[config.mk]
export PLATFORM = sky130hd
export DESIGN_NAME = dpr_port_arbiter_flat
export DESIGN_NICKNAME = d
export VERILOG_FILES = /design/src/rtl/dpr_port_arbiter_if.sv /design/src/rtl/dpr_port_arbiter.sv /design/src/flat_wrapper.sv
export SDC_FILE = /design/constraint.sdc
export NUM_CORES = 1
export LEC_CHECK = 0
export CAP_MARGIN = 15
export CORE_MARGIN = 8
export CORE_UTILIZATION = 36
export CTS_BUF_LIST = sky130_fd_sc_hd__clkbuf_4 sky130_fd_sc_hd__clkbuf_8
export DETAILED_ROUTE_END_ITERATION = 7
export PLACE_DENSITY = 0.85
export REMOVE_ABC_BUFFERS = 1
export SYNTH_ARGS = -nofsm -noshare
export SYNTH_HDL_FRONTEND = slang
export SYNTH_SLANG_ARGS = --single-unit
[constraint.sdc]
create_clock -name clk -period 5.5 [get_ports clk]
set_input_delay 1.375 -clock clk [delete_from_list [all_inputs] [get_ports clk]]
set_output_delay 1.375 -clock clk [all_outputs]
set_load 0.05 [all_outputs]
[src/rtl/dpr_port_arbiter_if.sv]
// -----------------------------------------------------------------------------
// dpr_port_arbiter_if
// One requester channel into the dual-port RAM port arbiter.
//   valid  : requester wants an access this cycle (held until accepted)
//   ready  : arbiter grants this requester in the current cycle (combinational)
//   we     : 1 = write, 0 = read
//   addr   : RAM word address
//   data   : write data
//   rvalid : read data valid (one cycle, the cycle after a read accept)
//   rdata  : read data
// Modports: master = requester side, slave = arbiter side.
// -----------------------------------------------------------------------------
interface dpr_port_arbiter_if #(
    parameter int DATA_WIDTH = 8,
    parameter int ADDR_WIDTH = 8
);
    logic                  valid;
    logic                  ready;
    logic                  we;
    logic [ADDR_WIDTH-1:0] addr;
    logic [DATA_WIDTH-1:0] data;
    logic                  rvalid;
    logic [DATA_WIDTH-1:0] rdata;

    modport master (
        output valid, we, addr, data,
        input  ready, rvalid, rdata
    );

    modport slave (
        input  valid, we, addr, data,
        output ready, rvalid, rdata
    );
endinterface

[src/rtl/dpr_port_arbiter.sv]
// -----------------------------------------------------------------------------
// dpr_port_arbiter
// Shares one port of a true dual-port RAM between two requesters. Round-robin
// arbitration with a bounded burst hold: the current holder keeps the port for
// up to MAX_BURST consecutive grants while the other side waits. One RAM access
// per cycle; each read result is routed back to the requester that issued it.
//
// Ports
//   clk       clock (the RAM port is clocked from the same net)
//   rst       asynchronous active-high reset
//   r0, r1    requester channels (dpr_port_arbiter_if.slave)
//   ram_addr  RAM port address   (granted requester's addr, 0 when idle)
//   ram_data  RAM port data      (granted requester's data, 0 when idle)
//   ram_we    RAM port write enable (accept & we)
//   ram_q     RAM port registered read data (1-cycle latency, write-first)
// -----------------------------------------------------------------------------
module dpr_port_arbiter #(
    parameter int DATA_WIDTH = 8,
    parameter int ADDR_WIDTH = 8,
    parameter int MAX_BURST  = 4
) (
    input  logic                  clk,
    input  logic                  rst,
    dpr_port_arbiter_if.slave     r0,
    dpr_port_arbiter_if.slave     r1,
    output logic [ADDR_WIDTH-1:0] ram_addr,
    output logic [DATA_WIDTH-1:0] ram_data,
    output logic                  ram_we,
    input  logic [DATA_WIDTH-1:0] ram_q
);

    localparam int               CNT_W   = $clog2(MAX_BURST + 1);
    localparam logic [CNT_W-1:0] CNT_MAX = CNT_W'(MAX_BURST);
    localparam logic [CNT_W-1:0] CNT_ONE = CNT_W'(1);

    typedef enum logic [1:0] {
        IDLE  = 2'd0,
        HOLD0 = 2'd1,
        HOLD1 = 2'd2
    } state_t;

    state_t           state_reg;
    logic [CNT_W-1:0] cnt_reg;    // grants in the current tenure
    logic             last_reg;   // requester granted most recently
    logic [1:0]       pend_reg;   // one-hot: read issued last cycle, per requester

    logic grant0;
    logic grant1;
    logic below_max;

    assign below_max = (cnt_reg < CNT_MAX);

    // Grant decision. The holder keeps the port until its burst budget is
    // spent, but only if the other side is actually waiting; a sole requester
    // is never stalled. Grants are forced low while reset is asserted.
    always_comb begin
        grant0 = 1'b0;
        grant1 = 1'b0;
        if (!rst) begin
            case (state_reg)
                IDLE: begin
                    grant0 = r0.valid & (~r1.valid | last_reg);
                    grant1 = r1.valid & (~r0.valid | ~last_reg);
                end
                HOLD0: begin
                    grant0 = r0.valid & (below_max | ~r1.valid);
                    grant1 = r1.valid & ~grant0;
                end
                HOLD1: begin
                    grant1 = r1.valid & (below_max | ~r0.valid);
                    grant0 = r0.valid & ~grant1;
                end
                default: begin
                    grant0 = 1'b0;
                    grant1 = 1'b0;
                end
            endcase
        end
    end

    assign r0.ready = grant0;
    assign r1.ready = grant1;

    // RAM drive: straight mux of the granted requester; the RAM samples it
    // at the same edge that completes the handshake.
    always_comb begin
        ram_addr = '0;
        ram_data = '0;
        ram_we   = 1'b0;
        if (grant0) begin
            ram_addr = r0.addr;
            ram_data = r0.data;
            ram_we   = r0.we;
        end else if (grant1) begin
            ram_addr = r1.addr;
            ram_data = r1.data;
            ram_we   = r1.we;
        end
    end

    // Arbitration state and read-return tracking.
    always_ff @(posedge clk or posedge rst) begin
        if (rst) begin
            state_reg <= IDLE;
            cnt_reg   <= '0;
            last_reg  <= 1'b1;
            pend_reg  <= 2'b00;
        end else begin
            // A read accepted now returns data from the RAM next cycle.
            pend_reg <= {grant1 & ~r1.we, grant0 & ~r0.we};

            if (grant0) begin
                last_reg <= 1'b0;
                if (state_reg == HOLD0) begin
                    if (below_max) begin
                        cnt_reg <= cnt_reg + CNT_ONE;
                    end
                end else begin
                    state_reg <= HOLD0;
                    cnt_reg   <= CNT_ONE;
                end
            end else if (grant1) begin
                last_reg <= 1'b1;
                if (state_reg == HOLD1) begin
                    if (below_max) begin
                        cnt_reg <= cnt_reg + CNT_ONE;
                    end
                end else begin
                    state_reg <= HOLD1;
                    cnt_reg   <= CNT_ONE;
                end
            end else begin
                state_reg <= IDLE;
                cnt_reg   <= '0;
            end
        end
    end

    // Both requesters see the shared RAM output; rvalid says whose it is.
    assign r0.rvalid = pend_reg[0];
    assign r1.rvalid = pend_reg[1];
    assign r0.rdata  = ram_q;
    assign r1.rdata  = ram_q;

endmodule

[src/flat_wrapper.sv]
// flat-port wrapper written by rule: the top's interface ports become plain ports
module dpr_port_arbiter_flat 
#(
    parameter int DATA_WIDTH = 8,
    parameter int ADDR_WIDTH = 8,
    parameter int MAX_BURST  = 4
)
  (clk, rst, ram_addr, ram_data, ram_we, ram_q, r0_valid, r0_we, r0_addr, r0_data, r0_ready, r0_rvalid, r0_rdata, r1_valid, r1_we, r1_addr, r1_data, r1_ready, r1_rvalid, r1_rdata);
  dpr_port_arbiter_if #(.DATA_WIDTH(DATA_WIDTH), .ADDR_WIDTH(ADDR_WIDTH)) r0_i ();
  dpr_port_arbiter_if #(.DATA_WIDTH(DATA_WIDTH), .ADDR_WIDTH(ADDR_WIDTH)) r1_i ();
  input  logic clk;
  input  logic rst;
  output logic [ADDR_WIDTH-1:0] ram_addr;
  output logic [DATA_WIDTH-1:0] ram_data;
  output logic ram_we;
  input  logic [DATA_WIDTH-1:0] ram_q;
  input wire logic [$bits(r0_i.valid)-1:0] r0_valid;
  input wire logic [$bits(r0_i.we)-1:0] r0_we;
  input wire logic [$bits(r0_i.addr)-1:0] r0_addr;
  input wire logic [$bits(r0_i.data)-1:0] r0_data;
  output wire logic [$bits(r0_i.ready)-1:0] r0_ready;
  output wire logic [$bits(r0_i.rvalid)-1:0] r0_rvalid;
  output wire logic [$bits(r0_i.rdata)-1:0] r0_rdata;
  input wire logic [$bits(r1_i.valid)-1:0] r1_valid;
  input wire logic [$bits(r1_i.we)-1:0] r1_we;
  input wire logic [$bits(r1_i.addr)-1:0] r1_addr;
  input wire logic [$bits(r1_i.data)-1:0] r1_data;
  output wire logic [$bits(r1_i.ready)-1:0] r1_ready;
  output wire logic [$bits(r1_i.rvalid)-1:0] r1_rvalid;
  output wire logic [$bits(r1_i.rdata)-1:0] r1_rdata;
  assign r0_i.valid = r0_valid;
  assign r0_i.we = r0_we;
  assign r0_i.addr = r0_addr;
  assign r0_i.data = r0_data;
  assign r0_ready = r0_i.ready;
  assign r0_rvalid = r0_i.rvalid;
  assign r0_rdata = r0_i.rdata;
  assign r1_i.valid = r1_valid;
  assign r1_i.we = r1_we;
  assign r1_i.addr = r1_addr;
  assign r1_i.data = r1_data;
  assign r1_ready = r1_i.ready;
  assign r1_rvalid = r1_i.rvalid;
  assign r1_rdata = r1_i.rdata;
  dpr_port_arbiter #(.DATA_WIDTH(DATA_WIDTH), .ADDR_WIDTH(ADDR_WIDTH), .MAX_BURST(MAX_BURST)) u_core (.clk(clk), .rst(rst), .r0(r0_i), .r1(r1_i), .ram_addr(ram_addr), .ram_data(ram_data), .ram_we(ram_we), .ram_q(ram_q));
endmodule
==> Implementation_results.wiki, run 1 <==
{| class="wikitable"
! Metric !! Value
|-
| Antenna violations before repair || 0
|-
| Final Cycle Share || 0.871
|-
| Clock Path Buffers || 2
|-
| Total via count after detailed routing || around 1,100
|-
| Total power per unit cell area || roughly 190 nW/um2
|-
| Overall track demand over capacity in global routing || 0.135
|-
| Max Freq || 209 MHz
|-
| Top cell type by total area after synthesis || sky130_fd_sc_hd__dfrtp_1
|-
| Run status || finished, final reports clean
|-
| Global-route wire length before repair || 5080 um
|-
| Die X-Extent || 68.6 um
|-
| Top routing layer in use || met4
|-
| Most frequent cells in the layout || 39 x sky130_fd_sc_hd__clkdlybuf4s50_1, 19 x sky130_fd_sc_hd__a21oi_1, 18 x sky130_fd_sc_hd__nand3_1, 18 x sky130_fd_sc_hd__buf_12, 17 x sky130_fd_sc_hd__nand4_1
|-
| Root buffer cell || sky130_fd_sc_hd__clkbuf_4
|-
| Minimum hold slack || ~540 ps
|-
| Routed via count divided by cell count || ~5.6
|-
| Met2 layer wire length in the routed design || between 1500 and 2000 um
|-
| Number of design rule violations left after detail routing || 0
|-
| R2r startpoint || u_core.cnt_reg[2]$_DFF_PP0_
|-
| Power after layout || 0.301 mW
|-
| Hold endpoint || u_core.cnt_reg[1]$_DFF_PP0_
|-
| Post-synth design cell area || about 1000 um2
|-
| Flip-flop count of the largest register after layout || 3
|-
| Count of inserted antenna diode cells || 0
|-
| Hold path depth || 2
|-
| Number of instances resized during post-cts repair || 0
|-
| Arrival time reported for the critical path endpoint || between 3000 and 4000 ps
|-
| Number of setup violations in the final report || 0
|-
| I/O pin total || 83
|-
| Top fanout value on the critical path || 18
|-
| Final worst slack || around 700 ps
|-
| Vias in the first global route || 1,025
|-
| Leakage power of the design || between 0.6 and 0.7 nW
|-
| Cts bufs inserted || 3
|-
| Clock transition at the registers of the reported paths || 50 ps
|-
| Routed length on met1 || about 1200 um
|-
| Number of synthesized register bits || 8
|-
| Unique cell type count in the Yosys netlist || 31
|-
| Worst-skew pair later-pin latency || ~250 ps
|-
| Headroom to the max-slew limit || 0.385
|-
| Data required time of the worst path || 4120 ps
|-
| Buffers added on ports || 58
|-
| Final total negative setup slack || 0 ps
|-
| Total of max-cap violations || 0
|-
| Worst supply voltage drop on vdd || ~0.00016 V
|-
| Setup slack of the worst register-to-register path || 3690 ps
|-
| Share of final-layout standard cells stronger than drive strength 1 || 0.184
|-
| H-Tree Depth || 1
|-
| Portion of the post-synthesis area used by sequential elements || 0.202
|-
| Critical Path End Type || primary output
|-
| Gate Count Post-Synth || 130
|-
| Aggregate routed wire length || between 3000 and 4000 um
|-
| Source of the worst hold timing path || u_core.cnt_reg[1]$_DFF_PP0_
|-
| First-pass iteration count of the detailed router || 4
|-
| Floorplan core area || around 2700 um2
|-
| CTS tree || built
|-
| Total Die Area || about 4700 um2
|-
| Antenna Violating Nets Remaining || 0
|-
| Number of clock sinks || 8
|-
| Type of the most critical hold path || register to register
|-
| Net count, final || approximately 210
|-
| Area added between synthesis and finish || 61.4%
|-
| Largest cells by area after synthesis || sky130_fd_sc_hd__dfrtp_1 18%, sky130_fd_sc_hd__buf_4 14%, sky130_fd_sc_hd__nand4_1 11%
|-
| Initial DRC count || a little under 70
|-
| Met3 layer wire length in the routed design || 377 um
|-
| Std-Cell Rows || 19
|-
| Setup bufs post-CTS || 0
|-
| Worst Skew || between 8 and 9 ps
|-
| Finished Core Util || 0.599
|-
| Number of failing hold endpoints at the final stage || 0
|-
| Routed wirelength normalized by instance count || approximately 18 um
|-
| Final RePlAce weighted congestion || about 0.74
|-
| Transition time at the pin with the least slew margin || 919 ps
|-
| Initial cell density of the core || 0.371
|-
| Critical path class || primary input to primary output
|-
| Critical register-to-register path endpoint || u_core.last_reg$_DFFE_PP1P_
|-
| Min Clock Period, post-route || roughly 4800 ps
|-
| Setup WS pre-CTS || 747 ps
|-
| Commonest non-fill, non-tap cell in the layout || sky130_fd_sc_hd__clkdlybuf4s50_1
|-
| Number of synthesis warnings || 0
|-
| DP Wirelength || about 2600 um
|-
| Number of cells on the worst reg-to-reg path || 4
|-
| Final slew viol count || 0
|-
| Unrepaired setup endpoints after global routing || false
|-
| Hold-fix buffer count after cts || 0
|-
| Total gr overflow || 0
|-
| Portion of synthesized cell area occupied by the leading cell type || 0.176
|-
| Pin count of the biggest net entering global routing || 28
|-
| Mean instance size in the synthesized netlist || approximately 7.7 um2
|-
| CP Launch Type || primary input
|-
| Die Height || about 70 um
|}
==> Yosys cell counts, drive strengths merged <==
library cell  number
mux2i              1
o21ai              3
nor3               2
dfstp              1
nor2               9
a211oi             1
nand3b             1
a31oi              2
a21oi             20
inv                3
and3b              1
clkbuf             5
o211a              1
nand2              3
ha                 1
nand4             17
o22ai              1
nand3             18
nor2b              1
a221oi             1
nor3b              1
buf               25
a21o               1
dfrtp              7
nand2b             2
o22a               1
nor4b              1
==> metal layers <==
metal,GRT usage,vias to the layer above
met5,0,-
met1,0.151,496
met4,0.0307,0
met2,0.229,63
li1,-,526
met3,0.0630,2
==> worst max-delay path, stage by stage <==
cell and delay [ps]:
sky130_fd_sc_hd__clkdlybuf4s50_1 570, sky130_fd_sc_hd__nor2b_1 220, sky130_fd_sc_hd__o21ai_2 590, sky130_fd_sc_hd__nand4_1 170, sky130_fd_sc_hd__a21oi_1 310, sky130_fd_sc_hd__buf_12 190
==> kinds of logic (layout without fill, tap and decap cells) <==
| family | count (synthesis) | after routing | synth area share |
|---|---|---|---|
| buffers and inverters | 33 | 66 | 0.235 |
| multiplexers | 1 | 1 | 0.0100 |
| AND/OR/NAND/NOR | 56 | 56 | 0.319 |
| adder cells (fa/ha/maj) | 1 | 1 | 0.0125 |
| AO/OA/AOI/OAI | 31 | 31 | 0.222 |
| flip-flops | 8 | 8 | 0.202 |
==> stage by stage <==
step,area [um2],instances
after global placement,1580,190
after CTS,1610,194
final,1610,194
after global routing,1610,194
after detailed placement,1580,190
after floorplan,774,100
==> worst max-delay path by stage <==
stage                   from          end  slack (ps)  depth (start not counted)
floorplan           r1_valid  ram_addr[0]        1260                          4
global placement    r1_valid  ram_data[7]         800                          6
detailed placement  r1_valid       ram_we         750                          6
CTS                 r1_valid       ram_we         730                          6
global route        r1_valid  ram_addr[7]         580                          6
finish              r1_valid       ram_we         710                          6
==> power breakdown <==
| group | switching (mW) | internal, mW | total [mW] |
|---|---|---|---|
| sequential | 0.00758 | 0.0639 | 0.0715 |
| clock | 0.0200 | 0.0327 | 0.0527 |
| combinational | 0.0937 | 0.0826 | 0.176 |
| total | 0.121 | 0.179 | 0.301 |
==> cell type report <==
type                    count  area, um2
multi-input cells          89        562
inverters                   3       11.3
well taps                  31       38.8
flip-flops and latches      8        201
repair buffers             59        766
clock buffers               4       30.0
fillers                   236       1080
(Power assumes the default switching activity.)
==> run 2: changes to the inputs <==
- CORE_UTILIZATION: 36 -> 40
- DONT_BUFFER_PORTS: default -> 1
- PLACE_DENSITY: 0.85 -> 0.51
==> Implementation_results.wiki, run 2 (synthesis results as in run 1) <==
{| class="wikitable"
! Metric !! Value
|-
| Combined area of the multi-input logic cells || 562 um2 (unchanged)
|-
| Final total negative setup slack || 0 ps (unchanged)
|-
| Root buffer cell || sky130_fd_sc_hd__clkbuf_4 (unchanged)
|-
| Floorplan core area || 2410 um2 (was 2690 um2)
|-
| Final Cycle Share || 0.797 (was 0.871)
|-
| Cell chain of the critical path || nor2b_1 > o21ai_2 > nand3_1 > nor2_1 (was clkdlybuf4s50_1 > nor2b_1 > o21ai_2 > nand4_1 > a21oi_1 > buf_12)
|-
| Buffers added on ports || 0 (was 58)
|-
| Unrepaired setup endpoints after global routing || false (unchanged)
|-
| Initial DRC count || 68 (was 69)
|-
| Worst Path Buf+Inv || 0 (was 2)
|-
| Worst Skew || 9.39 ps (was 8.50 ps)
|-
| Headroom to the max-slew limit || 0.408 (was 0.385)
|-
| Total of max-cap violations || 0 (unchanged)
|-
| Number of instances resized during post-cts repair || 0 (unchanged)
|-
| Top fanout value on the critical path || 18 (unchanged)
|-
| CP Launch Type || primary input (unchanged)
|-
| Number of design rule violations left after detail routing || 0 (unchanged)
|-
| Sequential standard cell area || 201 um2 (unchanged)
|-
| Category of cells accounting for the largest share of critical-path delay || simple AND/OR/NAND/NOR gates (was compound AO/OA/AOI/OAI gates)
|-
| H-Tree Depth || 1 (unchanged)
|-
| Antenna Violating Nets Remaining || 0 (unchanged)
|-
| Power after layout || 0.232 mW (was 0.301 mW)
|-
| Number of failing hold endpoints at the final stage || 0 (unchanged)
|-
| Initial cell density of the core || 0.414 (was 0.371)
|-
| Pin count of the biggest net entering global routing || 28 (unchanged)
|-
| Aggregate routed wire length || 2840 um (was 3430 um)
|-
| Die X-Extent || 65.9 um (was 68.6 um)
|-
| Crit path largest cell delay || 730 ps (was 590 ps)
|-
| Post-placement cell count || 147 (was 190)
|-
| Flip-flop count of the largest register after layout || 3 (unchanged)
|-
| Arrival time reported for the critical path endpoint || 3010 ps (was 3420 ps)
|-
| Global-route wire length before repair || 4020 um (was 5080 um)
|-
| Worst supply voltage drop on vdd || 0.000152 V (was 0.000159 V)
|-
| Total Die Area || 4350 um2 (was 4710 um2)
|-
| Area added between synthesis and finish || -2.76% (was 61.4%)
|-
| Commonest non-fill, non-tap cell in the layout || sky130_fd_sc_hd__a21oi_1 (was sky130_fd_sc_hd__clkdlybuf4s50_1)
|-
| Min Clock Period, post-route || 4390 ps (was 4790 ps)
|-
| Clock Path Buffers || 2 (unchanged)
|-
| Clock transition at the registers of the reported paths || 60 ps (was 50 ps)
|-
| Number of setup violations in the final report || 0 (unchanged)
|-
| Total gr overflow || 0 (unchanged)
|-
| Critical path class || primary input to primary output (unchanged)
|-
| Finished Layout Cells || 151 (was 194)
|-
| Count of inserted antenna diode cells || 0 (unchanged)
|-
| Total via count after detailed routing || 931 (was 1,087)
|-
| Routed wirelength normalized by instance count || 18.8 um (was 17.7 um)
|-
| Vias in the first global route || 884 (was 1,025)
|-
| Critical Path End Type || primary output (unchanged)
|-
| Transition time at the pin with the least slew margin || 885 ps (was 919 ps)
|-
| Die Height || 65.9 um (was 68.6 um)
|-
| Filler cells || 248 (was 236)
|-
| Overall track demand over capacity in global routing || 0.114 (was 0.135)
|-
| First-pass iteration count of the detailed router || 5 (was 4)
|-
| Leakage power of the design || 0.402 nW (was 0.629 nW)
|-
| Run status || finished, final reports clean (unchanged)
|-
| Most frequent cells in the layout || 19 x sky130_fd_sc_hd__a21oi_1, 18 x sky130_fd_sc_hd__nand3_1, 17 x sky130_fd_sc_hd__nand4_1, 17 x sky130_fd_sc_hd__buf_4, 9 x sky130_fd_sc_hd__nor2_1 (was 39 x sky130_fd_sc_hd__clkdlybuf4s50_1, 19 x sky130_fd_sc_hd__a21oi_1, 18 x sky130_fd_sc_hd__nand3_1, 18 x sky130_fd_sc_hd__buf_12, 17 x sky130_fd_sc_hd__nand4_1)
|-
| Hold-fix buffer count after cts || 0 (unchanged)
|-
| Net count, final || 169 (was 211)
|-
| Std-Cell Rows || 18 (was 19)
|-
| Data required time of the worst path || 4120 ps (about the same)
|-
| Setup bufs post-CTS || 0 (unchanged)
|-
| Worst-skew pair later-pin latency || 250 ps (about the same)
|-
| Total power per unit cell area || 239 nW/um2 (was 187 nW/um2)
|-
| Routed via count divided by cell count || 6.17 (was 5.60)
|-
| Max Freq || 228 MHz (was 209 MHz)
|-
| Share of final-layout standard cells stronger than drive strength 1 || 0.223 (was 0.184)
|-
| Slowest stage cell on the critical path || sky130_fd_sc_hd__nor2_1 (was sky130_fd_sc_hd__o21ai_2)
|-
| Final slew viol count || 0 (unchanged)
|-
| Final RePlAce weighted congestion || 0.799 (was 0.742)
|-
| I/O pin total || 83 (unchanged)
|-
| Antenna violations before repair || 0 (unchanged)
|-
| CTS tree || built (unchanged)
|-
| Cts bufs inserted || 3 (unchanged)
|-
| Finished Core Util || 0.402 (was 0.599)
|-
| Type of the most critical hold path || register to register (unchanged)
|-
| Number of clock sinks || 8 (unchanged)
|-
| DP Wirelength || 2170 um (was 2630 um)
|}
run 2: changes by cell type in the layout (fill, tap and decap cells not counted):
cell and delta:
sky130_fd_sc_hd__clkdlybuf4s50_1 -39, sky130_fd_sc_hd__buf_12 -18, sky130_fd_sc_hd__buf_4 +15
run 2: worst paths after layout:
kind | startpoint | to | slack, ps | cells after the start
min reg2reg | u_core.cnt_reg[1]$_DFF_PP0_ | u_core.cnt_reg[1]$_DFF_PP0_ | 540 | 2
min in group asynchronous | rst | u_core.cnt_reg[2]$_DFF_PP0_ | 950 | 1
max reg2reg | u_core.cnt_reg[2]$_DFF_PP0_ | u_core.last_reg$_DFFE_PP1P_ | 3730 | 4
max in group asynchronous | rst | u_core.last_reg$_DFFE_PP1P_ | 4260 | 1
max | r1_valid | r0_ready | 1110 | 4
min | u_core.cnt_reg[1]$_DFF_PP0_ | u_core.cnt_reg[1]$_DFF_PP0_ | 540 | 2
run 2: through the flow:
| step | hold slack [ps] | setup slack [ps] | cell area [um2] |
|---|---|---|---|
| 4_1_cts | 547 | 1140 | 970 |
| 3_5_place_dp | 534 | 1150 | 940 |
| 5_1_grt | 573 | 982 | 970 |
| 3_3_place_gp | 511 | 1190 | 940 |
| 2_1_floorplan | 493 | 1260 | 774 |
| 6_report | 540 | 1110 | 970 |
run 2: metal layers:
layer | vias up | global-route usage | wire [um]
met5 | - | 0 | 0
met4 | 0 | 0.0240 | 0
met3 | 0 | 0.0814 | 369
met2 | 61 | 0.194 | 1470
met1 | 427 | 0.110 | 1000
li1 | 443 | - | -
run 2: tightest hold or removal path: cells and delay by family, from the launching register on:
family,cells,cell delay (ps)
AND/OR/NAND/NOR,1,80
flip-flops,1,350
multiplexers,1,70
run 2: where the power goes:
part | internal [mW] | switching, mW | total, mW | leakage (nW)
sequential | 0.0639 | 0.0103 | 0.0741 | 0.104
combinational | 0.0326 | 0.0720 | 0.105 | 0.279
clock | 0.0327 | 0.0204 | 0.0531 | 0.0184
run 2: cell type report:
type	count	share of cell area
multi-input combinational	89	0.579
timing repair buffer	17	0.132
tap	30	0.0387
sequential	8	0.208
clock buffer	4	0.0310
inverter	3	0.0116
==> run 3: changes to the inputs <==
- PLACE_DENSITY: 0.51 -> 0.53
- clock period: 5.5 -> 3.5 ns (I/O delays scaled with it)
==> Implementation_results.wiki, run 3 (synthesis results as in run 1) <==
{| class="wikitable"
! Metric !! Value
|-
| Run status || finished, final reports clean (unchanged)
|-
| Worst Skew || 2.61 ps (was 9.39 ps)
|-
| Share of final-layout standard cells stronger than drive strength 1 || 0.242 (was 0.223)
|-
| Worst supply voltage drop on vdd || 0.000243 V (was 0.000152 V)
|-
| Arrival time reported for the critical path endpoint || 2050 ps (was 3010 ps)
|-
| Top fanout value on the critical path || 18 (unchanged)
|-
| Initial cell density of the core || 0.414 (unchanged)
|-
| Overall track demand over capacity in global routing || 0.127 (was 0.114)
|-
| Die X-Extent || 65.9 um (unchanged)
|-
| Total via count after detailed routing || 925 (was 931)
|-
| Clock Path Buffers || 2 (unchanged)
|-
| Antenna Violating Nets Remaining || 0 (unchanged)
|-
| Power after layout || 0.369 mW (was 0.232 mW)
|-
| Routed wirelength normalized by instance count || 18.8 um (about the same)
|-
| Clock transition at the registers of the reported paths || 50 ps (was 60 ps)
|-
| Leakage power of the design || 0.417 nW (was 0.402 nW)
|-
| Net count, final || 172 (was 169)
|-
| Die Height || 65.9 um (unchanged)
|-
| First-pass iteration count of the detailed router || 4 (was 5)
|-
| Root buffer cell || sky130_fd_sc_hd__clkbuf_4 (unchanged)
|-
| Routed via count divided by cell count || 6.01 (was 6.17)
|-
| Total power per unit cell area || 372 nW/um2 (was 239 nW/um2)
|-
| Pin count of the biggest net entering global routing || 28 (unchanged)
|-
| Most frequent cells in the layout || 20 x sky130_fd_sc_hd__buf_4, 19 x sky130_fd_sc_hd__a21oi_1, 18 x sky130_fd_sc_hd__nand3_1, 17 x sky130_fd_sc_hd__nand4_1, 9 x sky130_fd_sc_hd__nor2_1 (was 19 x sky130_fd_sc_hd__a21oi_1, 18 x sky130_fd_sc_hd__nand3_1, 17 x sky130_fd_sc_hd__nand4_1, 17 x sky130_fd_sc_hd__buf_4, 9 x sky130_fd_sc_hd__nor2_1)
|-
| Floorplan core area || 2410 um2 (unchanged)
|-
| I/O pin total || 83 (unchanged)
|-
| Final slew viol count || 0 (unchanged)
|-
| Minimum hold slack || 458 ps (was 540 ps)
|-
| Min Clock Period, post-route || 2930 ps
|-
| Global-route wire length before repair || 4470 um (was 4020 um)
|-
| Unrepaired setup endpoints after global routing || false (unchanged)
|-
| CTS tree || built (unchanged)
|-
| Count of inserted antenna diode cells || 0 (unchanged)
|-
| Setup bufs post-CTS || 0 (unchanged)
|-
| Cts bufs inserted || 3 (unchanged)
|-
| Number of design rule violations left after detail routing || 0 (unchanged)
|-
| Vias in the first global route || 943 (was 884)
|-
| Data required time of the worst path || 2620 ps (was 4120 ps)
|-
| Total of max-cap violations || 0 (unchanged)
|-
| Buffers added on ports || 0 (unchanged)
|-
| Headroom to the max-slew limit || 0.654 (was 0.408)
|-
| Max Freq || approximately 340 MHz
|-
| Std-Cell Rows || 18 (unchanged)
|-
| Area added between synthesis and finish || -0.502% (was -2.76%)
|-
| R2r startpoint || u_core.state_reg[0]$_DFFE_PP0P_ (was u_core.cnt_reg[2]$_DFF_PP0_)
|-
| Setup crit start || r1_valid (unchanged)
|-
| Worst-skew pair later-pin latency || 250 ps (about the same)
|-
| Number of setup violations in the final report || 0 (unchanged)
|-
| Number of failing hold endpoints at the final stage || 0 (unchanged)
|-
| Transition time at the pin with the least slew margin || 518 ps (was 885 ps)
|-
| Critical Path End Type || primary output (unchanged)
|-
| H-Tree Depth || 1 (unchanged)
|-
| Antenna violations before repair || 0 (unchanged)
|-
| Final total negative setup slack || 0 ps (unchanged)
|-
| Aggregate routed wire length || 2900 um (was 2840 um)
|-
| Initial DRC count || 37 (was 68)
|-
| CP Launch Type || primary input (unchanged)
|-
| Final RePlAce weighted congestion || 0.732 (was 0.799)
|-
| Number of clock sinks || 8 (unchanged)
|-
| Hold-fix buffer count after cts || 0 (unchanged)
|-
| Number of instances resized during post-cts repair || 0 (unchanged)
|-
| Total Die Area || 4350 um2 (unchanged)
|-
| DP Wirelength || 2190 um (was 2170 um)
|-
| Final Cycle Share || 0.837
|-
| Commonest non-fill, non-tap cell in the layout || sky130_fd_sc_hd__buf_4 (was sky130_fd_sc_hd__a21oi_1)
|-
| Critical path class || primary input to primary output (unchanged)
|-
| Total gr overflow || 0 (unchanged)
|-
| Type of the most critical hold path || primary input to asynchronous set/reset pin (was register to register)
|-
| Flip-flop count of the largest register after layout || 3 (unchanged)
|}
[run 3: worst paths after layout]
check | slack, ps | endpoint | cells past startpoint
max | 570 | r0_ready | 5
min | 460 | u_core.state_reg[0]$_DFFE_PP0P_ | 1
max reg2reg | 1750 | u_core.last_reg$_DFFE_PP1P_ | 4
min reg2reg | 530 | u_core.cnt_reg[1]$_DFF_PP0_ | 2
max in group asynchronous | 2760 | u_core.last_reg$_DFFE_PP1P_ | 1
min in group clk | 530 | u_core.cnt_reg[1]$_DFF_PP0_ | 2
[run 3: power by group]
part           leakage [nW]  internal [mW]  switching, mW
Sequential            0.104          0.100         0.0166
Clock                0.0184         0.0513         0.0305
Combinational         0.294         0.0542          0.116
Total                 0.417          0.206          0.163
[run 3: critical path, stage by stage]
cell,delay [ps]
sky130_fd_sc_hd__nor4b_4,120
sky130_fd_sc_hd__a31oi_4,450
sky130_fd_sc_hd__nand3_1,260
sky130_fd_sc_hd__nor2_1,140
sky130_fd_sc_hd__buf_4,210
[run 3: layout make-up]
type	count	area, um2
Clock buffer	4	30.0
Fill cell	258	1420
Inverter	3	11.3
Multi-Input combinational cell	89	562
Sequential cell	8	201
Tap cell	30	37.5
Timing Repair Buffer	20	150
[run 3: through the flow]
stage	area, um2	util	instances	worst slack (ps)
after CTS	992	0.412	154	573
after global placement	962	0.399	150	597
after detailed placement	962	0.399	150	581
after floorplan	774	-	100	263
after global routing	992	0.412	154	416
final	992	0.412	154	571
[run 3: per-layer routing]
metal	routed length [um]	up-vias	track usage
li1	-	446	-
met1	1120	422	0.147
met2	1450	57	0.190
met3	328	0	0.0898
met4	0	0	0.0187
met5	0	-	0
